==> config.mk <==
export PLATFORM = sky130hd
export DESIGN_NAME = pc_sequencer
export DESIGN_NICKNAME = d
export VERILOG_FILES = /design/src/rtl/pc_sequencer.sv
export SDC_FILE = /design/constraint.sdc
export NUM_CORES = 1
export LEC_CHECK = 0
export ABC_AREA = 1
export CORE_AREA = 2 2 39 41
export CTS_CLUSTER_SIZE = 24
export DETAILED_ROUTE_END_ITERATION = 16
export DIE_AREA = 0 0 41 43
export MAX_ROUTING_LAYER = met4
export PLACE_DENSITY_LB_ADDON = 0.25
export SYNTH_ARGS = -nofsm -noshare
export SYNTH_HDL_FRONTEND = slang
export SYNTH_SLANG_ARGS = --single-unit
==> constraint.sdc <==
create_clock -name clk -period 1.65 [get_ports clk]
set_clock_uncertainty 0.05 [all_clocks]
set_input_delay 0.2475 -clock clk [delete_from_list [all_inputs] [get_ports clk]]
set_output_delay 0.2475 -clock clk [all_outputs]
set_load 0.02 [all_outputs]
==> src/rtl/pc_sequencer.sv <==
// pc_sequencer: program counter plus FETCH/EXEC phase sequencer for the
// 4-bit CPU. Each instruction spends one cycle in FETCH and one in EXEC.
// The PC advances (or branches) only at the edge that closes EXEC.
// HALT is terminal until reset.
module pc_sequencer #(
    parameter int unsigned        WIDTH    = 4,
    parameter logic [WIDTH-1:0]   RESET_PC = {WIDTH{1'b0}}
) (
    input  logic             clk,
    input  logic             reset,
    input  logic             run,
    input  logic             jump,
    input  logic [WIDTH-1:0] jump_addr,
    input  logic             halt,
    output logic [WIDTH-1:0] pc,
    output logic [1:0]       phase,
    output logic             ir_load,
    output logic             exec_en,
    output logic             halted,
    output logic             wrapped
);

    // The encodings double as the externally visible phase code.
    typedef enum logic [1:0] {
        ST_IDLE  = 2'b00,
        ST_FETCH = 2'b01,
        ST_EXEC  = 2'b10,
        ST_HALT  = 2'b11
    } state_t;

    localparam logic [WIDTH-1:0] PC_ONE = {{(WIDTH-1){1'b0}}, 1'b1};
    localparam logic [WIDTH-1:0] PC_MAX = {WIDTH{1'b1}};

    state_t           state_q;
    state_t           state_d;
    logic [WIDTH-1:0] pc_q;
    logic [WIDTH-1:0] pc_d;
    logic             wrapped_q;
    logic             wrapped_d;

    // Next-state, next-PC and wrap-pulse decode.
    // In EXEC, halt beats jump and jump beats increment.
    always_comb begin
        state_d   = state_q;
        pc_d      = pc_q;
        wrapped_d = 1'b0;
        case (state_q)
            ST_IDLE: begin
                if (run) begin
                    state_d = ST_FETCH;
                end else begin
                    state_d = ST_IDLE;
                end
            end
            ST_FETCH: begin
                state_d = ST_EXEC;
            end
            ST_EXEC: begin
                if (halt) begin
                    state_d = ST_HALT;
                end else begin
                    if (jump) begin
                        // A branch to 0 is not a wrap, so wrapped stays low.
                        pc_d = jump_addr;
                    end else begin
                        pc_d      = pc_q + PC_ONE;
                        wrapped_d = (pc_q == PC_MAX);
                    end
                    if (run) begin
                        state_d = ST_FETCH;
                    end else begin
                        state_d = ST_IDLE;
                    end
                end
            end
            ST_HALT: begin
                state_d = ST_HALT;
            end
            default: begin
                state_d = ST_IDLE;
            end
        endcase
    end

    // State, PC and wrap-flag registers. Synchronous reset overrides everything.
    always_ff @(posedge clk) begin
        if (reset) begin
            state_q   <= ST_IDLE;
            pc_q      <= RESET_PC;
            wrapped_q <= 1'b0;
        end else begin
            state_q   <= state_d;
            pc_q      <= pc_d;
            wrapped_q <= wrapped_d;
        end
    end

    // Outputs decode from registered state only.
    assign pc      = pc_q;
    assign phase   = state_q;
    assign ir_load = (state_q == ST_FETCH);
    assign exec_en = (state_q == ST_EXEC);
    assign halted  = (state_q == ST_HALT);
    assign wrapped = wrapped_q;

endmodule

==> results of run 1 <==
[layout make-up]
class / instances / area share [%]
Multi-Input combinational cell: 40 / 32.7
Timing Repair Buffer: 19 / 31.4
Sequential cell: 7 / 23.9
Clock buffer: 4 / 4.49
Inverter: 6 / 4.06
Tap cell: 16 / 3.42
[sequential cells by signal, indices dropped and copies added (netlist names)]
register	flops
pc	4
phase	2
wrapped	1
[worst min-delay path, delay by kind of cell, from the launching register on]
family | cells | cell delay [ps]
DFF | 1 | 350
and+or+nand+nor | 2 | 110
[routing by layer]
metal / up-vias / share of wire (%) / wire [um] / global-route usage, %
met2: 20 / 43 / 353 / 15.9
met1: 166 / 46 / 371 / 13.9
met4: 0 / 2.3 / 19 / 8.00
met3: 2 / 8.5 / 69 / 4.71
li1: 216 / - / - / -
met5: - / 0 / 0 / -
[what timing repair did]
| action | 4_1_cts | 5_1_grt |
|---|---|---|
| hold buffers | 0 | 0 |
| setup endpoints to repair | 3 | 0 |
| resized for setup | 3 | 0 |
[final timing paths]
| kind | start | endpoint | depth (start not counted) |
|---|---|---|---|
| worst min register to register | pc[2] | wrapped | 2 |
| worst max register to register | pc[0] | pc[1] | 6 |
| worst max-delay path | phase[0] | phase[0] | 1 |
| worst min-delay path | pc[2] | wrapped | 2 |
[cells by family (layout without fill, tap and decap cells)]
family                     Yosys count  count (layout)  share of synthesized area [%]
buffers and inverters                6              29                           6.69
DFF                                  7               7                           39.4
and+or+nand+nor                     31              31                           37.3
adders and majority gates            1               1                           3.52
AOI/OAI and AO/OA                    8               8                           13.0
[through the flow]
step                setup WS, ps  util, %  hold slack [ps]  area, um^2
floorplan                    439        -              260         355
global placement             152     40.7              445         563
detailed placement           118     40.7              454         563
CTS                         39.8     42.3              459         586
global route                3.82     42.3              481         586
finish                      55.9     42.3              461         586
[power breakdown]
| part | leakage (nW) | internal, mW | switching (mW) |
|---|---|---|---|
| Combinational | 0.178 | 0.0443 | 0.0427 |
| Sequential | 0.0570 | 0.176 | 0.00936 |
| Clock | 0.0150 | 0.0921 | 0.0608 |
[Yosys cell counts]
cell / n
nand3_1: 2
ha_1: 1
nor2_1: 6
inv_1: 5
clkinv_2: 1
nand2_2: 1
nand4_1: 1
dfxtp_1: 7
nor2_2: 1
nand3b_1: 1
a21oi_2: 1
nor4_1: 1
a211oi_1: 1
nand2_1: 18
a21oi_1: 4
o21ai_0: 2
==> results.py, run 1 <==
metrics = {
    "global_route": {
        "grt_max_degree": 8,
        "grt_pass1_vias": 334,
        "grt_use_total_pct": 11.9,
        "overflow": 0,
        "antenna_found_initial": 0,
        "grt_pass1_wl_mm": 1.32,
    },
    "worst_setup_path": {
        "worstPathArrival_ps": 1300,
        "slowest_stage": "clkdlybuf4s50_1",
        "path_cells": "clkdlybuf4s50_1",
        "path_class": "reg2out",
        "path_buf_inv": 1,
        "ff2ff_setup_slack_ps": 510,
        "cp_max_fo": 6,
        "required_ps": 1350,
        "startpoint_type": "register",
        "cp-end-kind": "output port",
        "critPathTopFamily": "buffers and inverters",
        "slowest_delay_ps": 640,
    },
    "sta": {
        "fin_crit_sh_pct": 96.6,
        "hold_viol": 0,
        "drv_slew": 0,
        "fmax_mhz": 627,
        "finalSetupViolCount": 0,
        "relSlewSlack_pct": 81.0,
        "fin_tns_setup_ps": 0,
        "rsz0062_at_grt": "no",
        "tightestPinTransition_ps": 284,
        "min_period_ps": 1590,
    },
    "clock_network": {
        "clock_latency_ps": 250,
        "path_clk_slew_ps": 50,
        "cts.sinks": 7,
        "cts_setup_buffers": 0,
        "root_buffer": "clkbuf_4",
        "h-tree-depth": 1,
        "clockBufferDepth": 2,
        "tritoncts": "done",
        "numCtsBuffers": 3,
    },
    "cells_and_area": {
        "fin_cells": 92,
        "synthToLayoutAreaGrowth_pct": 64.8,
        "fill_cells": 158,
        "fin_nets": 87,
        "final_common_cell": "nand2_1",
        "regArea_um2": 140,
        "antennaDiodeCount": 0,
        "multiInputGateArea_um2": 191,
        "final_cell_mix": "18 x nand2_1, 15 x clkdlybuf4s50_1, 7 x dfxtp_1",
        "drive_above_1_share_pct": 10.5,
    },
    "hold_path": {
        "min_path_type": "reg2reg",
    },
    "die": {
        "coreArea_mm2": 0.00138,
        "die-area_mm2": 0.00176,
        "rows": 14,
        "start_util_pct": 25.7,
        "pin_count": 19,
        "die_h_um": 43,
        "die_w_um": 41,
    },
    "power_and_ir_drop": {
        "p_leak_nw": 0.250,
        "p_total_mw": 0.426,
        "power.density_mw_per_mm2": 727,
        "peakVddDrop_uv": 286,
    },
    "yosys": {
        "synth_top_area_share_pct": 39.4,
        "yosysUniqueCellTypes": 16,
        "netlist_area_um2": 355,
        "syn_nets": 63,
        "synth_warnings": 0,
        "syn_avg_cell_area_um2": 6.70,
        "synth_cells": 53,
        "synthTopCellsByArea": "dfxtp_1 39%, nand2_1 19%, nor2_1 6.3%",
        "yosys_register_bits": 7,
        "synth.largest_area_cell": "dfxtp_1",
        "ys_seq_area_share_pct": 39.4,
    },
    "status": {
        "status": "finished, final reports clean",
    },
    "place": {
        "routabilityCongestion": 0.712,
        "placed_cells": 88,
        "portBuffers": 18,
        "dp_hpwl_um": 608,
    },
    "drt": {
        "wire_per_inst_um": 8.83,
        "drt_iter0_markers": 8,
        "antenna_left": 0,
        "viasPerCell": 4.39,
        "drtPass1Iterations": 4,
        "wl_um": 812,
        "vias": 404,
        "drc": 0,
    },
    "run": {
        "maxCapViolCount": 0,
    },
}
Note: power is estimated with default switching activity, not from simulation.
==> inputs of run 2 (changes only) <==
--- a/config.mk
+++ b/config.mk
@@ -12,6 +12,7 @@
 export DIE_AREA = 0 0 41 43
 export MAX_ROUTING_LAYER = met4
 export PLACE_DENSITY_LB_ADDON = 0.25
+export RECOVER_POWER = 100
 export SYNTH_ARGS = -nofsm -noshare
 export SYNTH_HDL_FRONTEND = slang
 export SYNTH_SLANG_ARGS = --single-unit
==> run 2 against run 1 <==
Effect of this change:
- core utilization shrank 0.18 points
- die area is the same
- clock-buffer cell count is the same
- critical path depth is the same
==> results.py, run 2 (synthesized netlist as in run 1, its figures left out) <==
metrics = {
    "run": {
        "maxCapViolCount": 0,
    },
    "hold_path": {
        "min_path_type": "reg2reg",
    },
    "drt": {
        "antenna_left": 0,
        "wire_per_inst_um": 8.78,
        "viasPerCell": 4.38,
        "drc": 0,
        "drt_iter0_markers": 8,
        "drtPass1Iterations": 4,
        "wl_um": 808,
        "vias": 403,
    },
    "clock_network": {
        "h-tree-depth": 1,
        "path_clk_slew_ps": 50,
        "numCtsBuffers": 3,
        "cts.sinks": 7,
        "root_buffer": "clkbuf_4",
        "clockBufferDepth": 2,
        "clock_latency_ps": 250,
        "tritoncts": "done",
        "cts_setup_buffers": 0,
    },
    "worst_setup_path": {
        "startpoint_type": "register",
        "worstPathArrival_ps": 1300,
        "required_ps": 1350,
        "path_class": "reg2out",
        "critPathTopFamily": "buffers and inverters",
        "slowest_delay_ps": 640,
        "cp-end-kind": "output port",
        "path_cells": "clkdlybuf4s50_1",
        "path_buf_inv": 1,
        "slowest_stage": "clkdlybuf4s50_1",
        "cp_max_fo": 6,
    },
    "sta": {
        "hold_viol": 0,
        "tightestPinTransition_ps": 287,
        "finalSetupViolCount": 0,
        "relSlewSlack_pct": 80.8,
        "rsz0062_at_grt": "no",
        "min_period_ps": 1590,
        "fmax_mhz": 628,
        "fin_tns_setup_ps": 0,
        "fin_crit_sh_pct": 96.6,
        "drv_slew": 0,
    },
    "global_route": {
        "grt_use_total_pct": 11.9,
        "grt_pass1_vias": 334,
        "grt_max_degree": 8,
        "antenna_found_initial": 0,
        "overflow": 0,
        "grt_pass1_wl_mm": 1.32,
    },
    "die": {
        "rows": 14,
        "coreArea_mm2": 0.00138,
        "pin_count": 19,
        "die_w_um": 41,
        "die_h_um": 43,
        "start_util_pct": 25.7,
        "die-area_mm2": 0.00176,
    },
    "power_and_ir_drop": {
        "power.density_mw_per_mm2": 726,
        "peakVddDrop_uv": 286,
        "p_leak_nw": 0.247,
        "p_total_mw": 0.424,
    },
    "status": {
        "status": "finished, final reports clean",
    },
    "cells_and_area": {
        "drive_above_1_share_pct": 9.21,
        "largest_register_ffs": 4,
        "antennaDiodeCount": 0,
        "final_common_cell": "nand2_1",
        "synthToLayoutAreaGrowth_pct": 64.1,
        "fin_nets": 87,
        "final_cell_mix": "19 x nand2_1, 12 x clkdlybuf4s50_1, 7 x dfxtp_1",
        "fill_cells": 158,
    },
    "place": {
        "portBuffers": 18,
        "routabilityCongestion": 0.712,
        "dp_hpwl_um": 608,
    },
}
## run 2: where the power goes
group	total [mW]	switching [mW]	internal [mW]	leakage (nW)
logic	0.0853	0.0423	0.0430	0.175
clock network	0.153	0.0608	0.0921	0.0150
registers	0.185	0.00902	0.176	0.0570
## run 2: layout make-up
cell class | instances | area, um^2 | area share, %
Multi-Input combinational cell | 40 | 189 | 32.4
Timing Repair Buffer | 19 | 184 | 31.5
Sequential cell | 7 | 140 | 24.0
Clock buffer | 4 | 26.3 | 4.51
Inverter | 6 | 23.8 | 4.08
Tap cell | 16 | 20.0 | 3.43
## run 2: through the flow
stage / hold slack [ps] / instance area [um^2] / std cells / utilization (%) / setup slack [ps]
2_1_floorplan: 260 / 355 / 53 / - / 439
3_3_place_gp: 445 / 563 / 88 / 40.7 / 152
3_5_place_dp: 454 / 563 / 88 / 40.7 / 118
4_1_cts: 459 / 586 / 92 / 42.3 / 39.8
5_1_grt: 481 / 583 / 92 / 42.1 / 3.82
6_report: 461 / 583 / 92 / 42.1 / 56.6
## run 2: final timing paths
path	slack (ps)	to	from	cells past startpoint
max	60	phase[0]	phase[0]	1
min	460	wrapped	pc[2]	2
max reg2reg	470	pc[2]	phase[0]	5
min reg2reg	460	wrapped	pc[2]	2
## run 2: routing by layer
layer	wire length (um)	vias to the layer above	track usage (%)
li1	-	216	-
met1	365	161	13.9
met2	346	24	15.9
met3	77	2	4.71
met4	19	0	8.00
met5	0	-	-
## run 2: what timing repair did
item / in CTS / in global routing
hold buffers: 0 / 0
gates resized for setup: 3 / 0
setup endpoints to repair: 3 / 0
